==> src/rtl/mdu_pkg.sv <==
// rtl/mdu_pkg.sv - shared op encodings, FSM states and defaults for the iterative multiply/divide unit
package mdu_pkg;

    localparam int XLEN_DEF = 32;
    localparam int ITER_DEF = 32;

    typedef enum logic [1:0] {
        MDU_MULT  = 2'b00,
        MDU_MULTU = 2'b01,
        MDU_DIV   = 2'b10,
        MDU_DIVU  = 2'b11
    } mdu_op_e;

    typedef enum logic [1:0] {
        IDLE = 2'b00,
        CALC = 2'b01,
        DONE = 2'b10
    } mdu_state_e;

    // LO value written on divide-by-zero; HI carries the raw dividend
    localparam logic [XLEN_DEF-1:0] MDU_DIV0_LO = '1;

endpackage

==> src/rtl/mdu_iter_if.sv <==
// rtl/mdu_iter_if.sv - issue/stall/HI-LO write interface between pipeline and multiply/divide unit
interface mdu_iter_if #(
    parameter int XLEN = 32
);
    logic                start;
    logic [1:0]          op;
    logic [XLEN-1:0]     busA;
    logic [XLEN-1:0]     busB;
    logic                flush;
    logic                hilo_rd;
    logic                busy;
    logic                stall;
    logic                multWe;
    logic [2*XLEN-1:0]   busmult;

    modport master (
        output start, op, busA, busB, flush, hilo_rd,
        input  busy, stall, multWe, busmult
    );

    modport slave (
        input  start, op, busA, busB, flush, hilo_rd,
        output busy, stall, multWe, busmult
    );
endinterface

==> src/rtl/mdu_divstep.sv <==
// rtl/mdu_divstep.sv - one combinational restoring-division step, MSB of quotient register shifted in
module mdu_divstep #(
    parameter int XLEN = 32
) (
    input  logic [XLEN-1:0] rem_i,
    input  logic [XLEN-1:0] quo_i,
    input  logic [XLEN-1:0] div_i,
    output logic [XLEN-1:0] rem_o,
    output logic [XLEN-1:0] quo_o
);
    logic [XLEN:0] diff;

    // The shifted remainder is < 2*divisor, so XLEN+1 bits hold it and diff[XLEN] is the borrow.
    always_comb begin
        diff  = {rem_i, quo_i[XLEN-1]} - {1'b0, div_i};
        rem_o = diff[XLEN] ? {rem_i[XLEN-2:0], quo_i[XLEN-1]} : diff[XLEN-1:0];
        quo_o = {quo_i[XLEN-2:0], ~diff[XLEN]};
    end
endmodule

==> src/rtl/mdu_iter.sv <==
// rtl/mdu_iter.sv - iterative shift-add multiply / restoring divide; MDU_FAST_MULT_EN selects single-cycle multiply
module mdu_iter
    import mdu_pkg::*;
#(
    parameter int XLEN = XLEN_DEF,
    parameter int ITER = ITER_DEF
) (
    input  logic         clk,
    input  logic         rst,
    mdu_iter_if.slave    bus
);
    localparam int CW = $clog2(ITER);

    mdu_state_e          state_q, state_d;
    logic [CW-1:0]       cnt_q, cnt_d;
    mdu_op_e             op_q, op_d;
    logic [XLEN-1:0]     a_q, a_d;
    logic [XLEN-1:0]     b_q, b_d;
    logic [2*XLEN-1:0]   acc_q, acc_d;
    logic                neg_res_q, neg_res_d;
    logic                neg_a_q, neg_a_d;

    logic                in_signed, in_is_div, sa, sb, is_div_q;
    logic [XLEN-1:0]     abs_a, abs_b, raw_a;
    logic [XLEN:0]       mul_sum;
    logic [2*XLEN-1:0]   mul_next, result;
    logic [XLEN-1:0]     div_rem, div_quo, hi_acc, lo_acc;

    assign in_signed = (bus.op == MDU_MULT) || (bus.op == MDU_DIV);
    assign in_is_div = (bus.op == MDU_DIV)  || (bus.op == MDU_DIVU);
    assign sa        = in_signed & bus.busA[XLEN-1];
    assign sb        = in_signed & bus.busB[XLEN-1];
    assign abs_a     = sa ? -bus.busA : bus.busA;
    assign abs_b     = sb ? -bus.busB : bus.busB;
    assign is_div_q  = (op_q == MDU_DIV) || (op_q == MDU_DIVU);
    assign hi_acc    = acc_q[2*XLEN-1:XLEN];
    assign lo_acc    = acc_q[XLEN-1:0];
    assign raw_a     = neg_a_q ? -a_q : a_q;

    // Multiply: {HI,LO} starts as {0, multiplier}; add multiplicand into HI on LSB, shift right.
    assign mul_sum  = {1'b0, hi_acc} + (acc_q[0] ? {1'b0, a_q} : '0);
    assign mul_next = {mul_sum, acc_q[XLEN-1:1]};

    mdu_divstep #(.XLEN(XLEN)) u_divstep (
        .rem_i (hi_acc),
        .quo_i (lo_acc),
        .div_i (b_q),
        .rem_o (div_rem),
        .quo_o (div_quo)
    );

    always_comb begin
        result = neg_res_q ? -acc_q : acc_q;
        if (is_div_q) begin
            if (b_q == '0) begin
                result = {raw_a, XLEN'(MDU_DIV0_LO)};
            end else begin
                result = {(neg_a_q ? -hi_acc : hi_acc), (neg_res_q ? -lo_acc : lo_acc)};
            end
        end
    end

    assign bus.busy    = (state_q != IDLE);
    assign bus.multWe  = (state_q == DONE);
    assign bus.busmult = bus.multWe ? result : '0;
    assign bus.stall   = bus.busy & (bus.hilo_rd | bus.start);

    always_comb begin
        state_d   = state_q;
        cnt_d     = cnt_q;
        op_d      = op_q;
        a_d       = a_q;
        b_d       = b_q;
        acc_d     = acc_q;
        neg_res_d = neg_res_q;
        neg_a_d   = neg_a_q;
        case (state_q)
            IDLE: begin
                if (bus.start && !bus.flush) begin
                    op_d      = mdu_op_e'(bus.op);
                    a_d       = abs_a;
                    b_d       = abs_b;
                    neg_res_d = sa ^ sb;
                    neg_a_d   = sa;
                    cnt_d     = '0;
                    acc_d     = in_is_div ? {{XLEN{1'b0}}, abs_a} : {{XLEN{1'b0}}, abs_b};
                    state_d   = CALC;
`ifdef MDU_FAST_MULT_EN
                    if (!in_is_div) begin
                        acc_d   = {{XLEN{1'b0}}, abs_a} * {{XLEN{1'b0}}, abs_b};
                        state_d = DONE;
                    end
`endif
                end
            end
            CALC: begin
                acc_d = is_div_q ? {div_rem, div_quo} : mul_next;
                cnt_d = cnt_q + CW'(1);
                if (cnt_q == CW'(ITER - 1)) begin
                    state_d = DONE;
                end
            end
            DONE: begin
                state_d = IDLE;
                cnt_d   = '0;
            end
            default: state_d = IDLE;
        endcase
        if (bus.flush) begin
            state_d = IDLE;
        end
    end

    always_ff @(posedge clk) begin
        if (rst) begin
            state_q   <= IDLE;
            cnt_q     <= '0;
            op_q      <= MDU_MULT;
            a_q       <= '0;
            b_q       <= '0;
            acc_q     <= '0;
            neg_res_q <= 1'b0;
            neg_a_q   <= 1'b0;
        end else begin
            state_q   <= state_d;
            cnt_q     <= cnt_d;
            op_q      <= op_d;
            a_q       <= a_d;
            b_q       <= b_d;
            acc_q     <= acc_d;
            neg_res_q <= neg_res_d;
            neg_a_q   <= neg_a_d;
        end
    end
endmodule

==> src/flat_wrapper.sv <==
// flat-port wrapper written by rule: the top's interface ports become plain ports
module mdu_iter_flat import mdu_pkg::*;
#(
    parameter int XLEN = XLEN_DEF,
    parameter int ITER = ITER_DEF
)
  (clk, rst, bus_start, bus_op, bus_busA, bus_busB, bus_flush, bus_hilo_rd, bus_busy, bus_stall, bus_multWe, bus_busmult);
  mdu_iter_if #(.XLEN(XLEN)) bus_i ();
  input  logic clk;
  input  logic rst;
  input wire logic [$bits(bus_i.start)-1:0] bus_start;
  input wire logic [$bits(bus_i.op)-1:0] bus_op;
  input wire logic [$bits(bus_i.busA)-1:0] bus_busA;
  input wire logic [$bits(bus_i.busB)-1:0] bus_busB;
  input wire logic [$bits(bus_i.flush)-1:0] bus_flush;
  input wire logic [$bits(bus_i.hilo_rd)-1:0] bus_hilo_rd;
  output wire logic [$bits(bus_i.busy)-1:0] bus_busy;
  output wire logic [$bits(bus_i.stall)-1:0] bus_stall;
  output wire logic [$bits(bus_i.multWe)-1:0] bus_multWe;
  output wire logic [$bits(bus_i.busmult)-1:0] bus_busmult;
  assign bus_i.start = bus_start;
  assign bus_i.op = bus_op;
  assign bus_i.busA = bus_busA;
  assign bus_i.busB = bus_busB;
  assign bus_i.flush = bus_flush;
  assign bus_i.hilo_rd = bus_hilo_rd;
  assign bus_busy = bus_i.busy;
  assign bus_stall = bus_i.stall;
  assign bus_multWe = bus_i.multWe;
  assign bus_busmult = bus_i.busmult;
  mdu_iter #(.XLEN(XLEN), .ITER(ITER)) u_core (.clk(clk), .rst(rst), .bus(bus_i));
endmodule
==> config.mk <==
export PLATFORM = sky130hd
export DESIGN_NAME = mdu_iter_flat
export DESIGN_NICKNAME = d
export VERILOG_FILES = /design/src/rtl/mdu_pkg.sv /design/src/rtl/mdu_iter_if.sv /design/src/rtl/mdu_divstep.sv /design/src/rtl/mdu_iter.sv /design/src/flat_wrapper.sv
export SDC_FILE = /design/constraint.sdc
export NUM_CORES = 1
export LEC_CHECK = 0
export BUFFER_PORTS_ARGS = -buffer_cell sky130_fd_sc_hd__buf_2
export CAP_MARGIN = 5
export CORE_UTILIZATION = 60
export CTS_CLUSTER_DIAMETER = 60
export DETAILED_ROUTE_END_ITERATION = 12
export PLACE_DENSITY_LB_ADDON = 0.05
export SLEW_MARGIN = 20
export SYNTH_ARGS = -nofsm -noshare
export SYNTH_HDL_FRONTEND = slang
export SYNTH_SLANG_ARGS = --single-unit
==> constraint.sdc <==
create_clock -name clk -period 7.2 [get_ports clk]
set_input_delay 1.08 -clock clk [delete_from_list [all_inputs] [get_ports clk]]
set_output_delay 1.08 -clock clk [all_outputs]
set_load 0.1 [all_outputs]
Word level (Yosys, flattened, before mapping)
Index checks and enable logic that the tools add are counted.
- register bits: 139
- bitwise logic cells: 6
- muxes and demuxes: 20
- add/sub/neg operators: 9
- eq/ne operators: 9
- reductions and logical operators: 16
- operators by type and width (kind ; number):
    $mux W64 ; 6
    $mux W32 ; 8
    $neg A32 Y32 ; 5
    $pmux W64 S2 ; 1
    $neg A64 Y64 ; 1
    $add A32 B33 Y33 ; 1
    $sub A33 B32 Y33 ; 1
    $logic_not A32 Y1 ; 1
    $pmux W5 S3 ; 1
    $eq A2 B2 Y1 const B ; 5
    $reduce_and A2 Y1 ; 4
    $add A5 B1 Y5 const B ; 1
    $eq A5 B5 Y1 const B ; 1
    $mux W5 ; 1
    $logic_not A2 Y1 ; 2
    $mux W2 ; 2
    $ne A2 B1 Y1 const B ; 2
    $pmux W2 S2 ; 1
    $reduce_bool A2 Y1 ; 2
    $and A1 B1 Y1 ; 3
    $logic_or A1 B1 Y1 ; 3
    $reduce_bool A3 Y1 ; 1
    $eq A2 B1 Y1 const B ; 1
    $reduce_or A2 Y1 ; 1
    5 further kinds ; 5

Depth between registers and ports, before layout
- depth after elaboration: 7
- mapped depth: 14

By module
A second synthesis with hierarchy kept.
- cell total of the unflattened synthesis: 2073
- area, all modules: 15193.3 µm²
- modules (own cells, without submodules) (module ; cells each ; area each (µm²) ; instances):
    mdu_iter ; 1737 ; 12602.1 ; 1
    mdu_divstep ; 336 ; 2591.2 ; 1

Worst setup path after synthesis
No wires, ideal clock.
- path type: register to output
- from: register u_core.acc_q[33]
- to: output bus_busmult[62]
- setup slack: 1386 ps
- arrival time: 4734 ps
- buffers on the path: 0
- stages on the path, launching flop included: 11
- data required time: 6120 ps
- cell sequence: dfxtp_1 > inv_1 > ha_1 > or4b_1 > nor4_1 > nand3_1 > or4_1 > o21ai_1 > xnor2_1 > nor2_1 > a211oi_1
- cells in the longest elaborated chain, start to end: 5
- elaborated cells on any way between the ends: 7
- ends and longest elaborated chain (item ; line ; text):
    from (decl) ; mdu_iter.sv:19 ; logic [2*XLEN-1:0] acc_q, acc_d;
    from (signal assigned) ; mdu_iter.sv:121 ; acc_q <= '0;
    from (signal assigned) ; mdu_iter.sv:130 ; acc_q <= acc_d;
    $neg A32 Y32 ; mdu_iter.sv:58 ; result = {(neg_a_q ? -hi_acc : hi_acc), (neg_res_q ? -lo_acc : lo_acc)};
    $mux W32 ; mdu_iter.sv:58 ;
    $mux W64 ; mdu_iter.sv:55 ; if (b_q == '0) begin
    $mux W64 (*) ; mdu_iter.sv:54 ; if (is_div_q) begin
    $mux W64 (*) ; mdu_iter.sv:65 ; assign bus.busmult = bus.multWe ? result : '0;
    to (decl) ; flat_wrapper.sv:20 ; output wire logic [$bits(bus_i.busmult)-1:0] bus_busmult;
Every way passes the cells marked *; elsewhere a longest branch is shown, timed or not.

Final worst setup path
- from: register u_core.acc_q[32]
- to: output bus_busmult[60]
The elaborated chain is that of the path after synthesis.

==> impl_results.rst <==
.. list-table::
   :header-rows: 1

   * - Metric
     - Value
   * - Number of placed I/O pins
     - between 100 and 150
   * - Post-route DRC
     - 0
   * - Y dimension of the die
     - around 160 µm
   * - Total Nets Final
     - between 2,000 and 2,500
   * - CTS H-tree depth
     - 4
   * - Detailed-router iteration count before antenna repair
     - 6
   * - Worst relative slew slack
     - a little over a third
   * - Total grt overflow
     - 0
   * - Data arrival time of the worst path
     - about 4.2 ns
   * - Total wire length after detailed routing
     - 53.2 mm
   * - Sequential share of the synthesized area
     - between 10% and 20%
   * - Clock period minus worst slack
     - 5.25 ns
   * - Area growth from synthesis to final layout
     - 8.82%
   * - Antenna diodes
     - 0
   * - Maximum fanout along the worst path
     - 9
   * - Final setup violation count
     - 0
   * - P_leak
     - ~6.4 nW
   * - Post-CTS clock slew at the launch and capture registers of the worst setup and hold paths
     - about 0.060 ns
   * - Category of the most critical setup path
     - flip-flop to output pin
   * - Global-route wire length before repair
     - about 81 mm
   * - CP cell instances
     - inv_1 -> ha_1 -> or4b_1 -> nor4_1 -> nand3_1 -> or3_1 -> o21ai_0 -> xnor2_1 -> nor2_1 -> a211oi_1 -> buf_2
   * - Number of nets in the synthesized netlist
     - 2,200
   * - Synthesized flop and latch total
     - 138
   * - Cell family with the largest share of critical-path delay
     - simple AND/OR/NAND/NOR gates
   * - Setup bufs post-CTS
     - 0
   * - Sinks on Clock Net
     - 138
   * - Maxcap violations
     - 0
   * - Die Outline Area
     - 25,500 µm²
   * - Outcome
     - finished clean
   * - Vias per cell
     - about 6.6
   * - Number of gates resized after cts
     - 0
   * - Library cell with the largest summed area after synthesis
     - dfxtp_1
   * - Crit start category
     - flip-flop
   * - TritonCTS buffer count
     - 17
   * - Pins Over Slew Limit
     - 0
   * - Total via count in the routed design
     - around 16,000
   * - Buffering stage count on the worst path with inverters included
     - 2
   * - Final hold violation count
     - 0
   * - Total routing resource utilization after global routing
     - a little over 40%
   * - Worst IR Drop VDD
     - ~0.00014 V
   * - Ys async rst share
     - 0%
   * - Clock latency reported for the late side of the worst-skew pair
     - 0.44 ns
   * - Post-detailed-placement half-perimeter wirelength
     - just over 40 mm
   * - Number of standard cells after synthesis
     - 2,056
   * - Clock tree from TritonCTS
     - built
   * - Antenna violations before repair
     - 0
   * - Largest stage delay on the critical path
     - 0.55 ns
   * - Max Fclk
     - around 0.19 GHz
   * - Cells after DPL
     - ~2,400
   * - Type of the tightest min-delay check
     - flip-flop to flip-flop
   * - Critical-path top delay cell
     - or4b_1
   * - Maximum number of pins on one net before global-route repair
     - 94
   * - Std-Cell Core Area
     - between 20,000 and 25,000 µm²
   * - Required arrival time at the worst endpoint
     - 6.12 ns
   * - Worst-Margin Slew
     - around 0.97 ns
   * - Setup_tns
     - 0 ns
   * - Fin Clk Skew
     - ~0.016 ns
   * - Count of input and output buffers
     - 137
   * - PD cells
     - ~150 nW/µm²
   * - Number of enable-type register cells in the synthesized netlist
     - 0
   * - Fraction of layout instances using a drive strength above 1
     - about an eighth
   * - Effective utilization at floorplan
     - 61.2%
   * - Syn. warnings
     - 0
   * - Antenna Nets Post-Route
     - 0
   * - Cell chosen for the clock root
     - clkbuf_16
   * - Number of standard cells in the final layout excluding fillers
     - 2,438
   * - Wire per inst
     - 21.8 µm
   * - Library cells used by synthesis
     - 93
   * - Post-Syn Area
     - around 15,000 µm²
   * - Horizontal die dimension
     - around 160 µm
   * - Standard-cell row count
     - 57
   * - Post-CTS Hold Buffers
     - 0
   * - Bufs on Longest Clock Path
     - 2
   * - Total power after layout
     - between 2 and 2.5 mW
   * - Largest cells by area after synthesis
     - dfxtp_1, xnor2_1, nor2_1
   * - Dominant synthesized flop cell
     - dfxtp_1
   * - Critical Path Sink Type
     - output pin
   * - Gpl congestion
     - about 1.0
   * - Number of DRC markers in iteration 0
     - about 1,900
   * - Post-Synthesis Mean Instance Area
     - 7.24 µm²
   * - Fin crit share
     - between 70 and 80%
   * - Share of the synthesized area in the top cell type
     - a little under a fifth
   * - RSZ-0062 raised after global routing
     - no
   * - Vias in the first global route
     - 14,200
-- per-layer routing --
metal,global-route usage (%),vias to the layer above,wire length [µm]
li1,-,7580,-
met1,55.2,7426,22400
met2,60.2,941,22200
met3,6.28,184,4950
met4,26.4,0,3580
met5,0,-,0
-- final timing paths --
| check | from | to | slack, ns | cells past startpoint |
|---|---|---|---|---|
| min reg2reg | u_core.b_q[0]$_SDFFE_PP0P_ | u_core.b_q[0]$_SDFFE_PP0P_ | 0.50 | 2 |
| max reg2reg | u_core.acc_q[31]$_SDFFE_PP0P_ | u_core.acc_q[39]$_SDFFE_PP0P_ | 2.92 | 13 |
| max | u_core.acc_q[32]$_SDFFE_PP0P_ | bus_busmult[60] | 1.95 | 11 |
| min | u_core.b_q[0]$_SDFFE_PP0P_ | u_core.b_q[0]$_SDFFE_PP0P_ | 0.50 | 2 |
-- cell usage after synthesis, drive strengths merged (22+ instances only) --
cell type / instances
a211oi: 112
nand3: 23
o31ai: 29
a21o: 24
a21oi: 162
and2: 37
a31oi: 22
o21ai: 145
or3: 36
nor3: 46
clkbuf: 111
mux2i: 71
nor2: 244
o211ai: 29
xor2: 100
ha: 71
inv: 70
xnor2: 114
nand2: 159
nor4: 28
buf: 29
dfxtp: 138
-- power by group --
part | leakage (nW) | internal, mW | switching (mW)
combinational | 5.02 | 0.227 | 0.387
sequential | 1.13 | 0.805 | 0.0865
clock | 0.267 | 0.456 | 0.392
total | 6.42 | 1.49 | 0.866
-- per-stage QoR --
step / hold WS (ns) / utilization [%] / worst slack (ns) / instance area (µm²)
after CTS: 0.493 / 66.6 / 2.06 / 16200
after floorplan: 0.453 / - / 1.39 / 14900
after detailed placement: 0.475 / 64.3 / 2.54 / 15600
final: 0.496 / 66.6 / 1.95 / 16200
after global placement: 0.466 / 64.3 / 2.58 / 15600
after global routing: 0.509 / 66.6 / 1.62 / 16200
-- state kept, by name, indices dropped and copies added, names as in the netlist --
register,count
u_core.a_q,32
u_core.acc_q,64
u_core.neg_res_q,1
u_core.op_q,1
u_core.state_q,2
u_core.neg_a_q,1
u_core.b_q,32
u_core.cnt_q,5
-- tightest hold or removal path: stages (launching register included) --
cell	delay, ns
dfxtp_1	0.33
nand2_1	0.06
a21oi_1	0.06
-- final cells by class --
class                           instances  area [µm²]
Clock buffer                           18         429
Tap cell                              324         405
Sequential cell                       138        2770
Multi-Input combinational cell       1707       11300
Clock inverter                         14         129
Timing Repair Buffer                  167         913
Inverter                               70         263
Fill cell                            2203        8110
-- layout by cell type, fill, tap and decap left out, types with 17 or more instances in the layout --
| cell | instances |
|---|---|
| buf_2 | 136 |
| buf_4 | 31 |
| clkbuf_16 | 17 |
| or3_1 | 34 |
| nor4_1 | 26 |
| nand3_1 | 22 |
| or4_1 | 20 |
| o31ai_1 | 28 |
| a31oi_1 | 22 |
| o21ai_0 | 138 |
| xnor2_1 | 112 |
| nand2_1 | 159 |
| nor2_1 | 241 |
| nor3_1 | 44 |
| mux2i_1 | 71 |
| a21oi_1 | 158 |
| inv_1 | 70 |
| and2_1 | 35 |
| xor2_1 | 100 |
| a21o_1 | 24 |
| dfxtp_1 | 136 |
| o211ai_1 | 28 |
| a211oi_1 | 111 |
| nand2b_1 | 19 |
| ha_1 | 71 |
-- cells by family after synthesis --
group,count (synthesis),synth area share [%]
AND/OR/NAND/NOR,697,22.8
AO/OA/AOI/OAI,641,27.9
XOR/XNOR,214,12.7
buffers and inverters,211,5.81
flip-flops,138,18.5
multiplexers,82,6.06
adder cells (fa/ha/maj),73,6.23
Power figures use the tool's default switching activity.
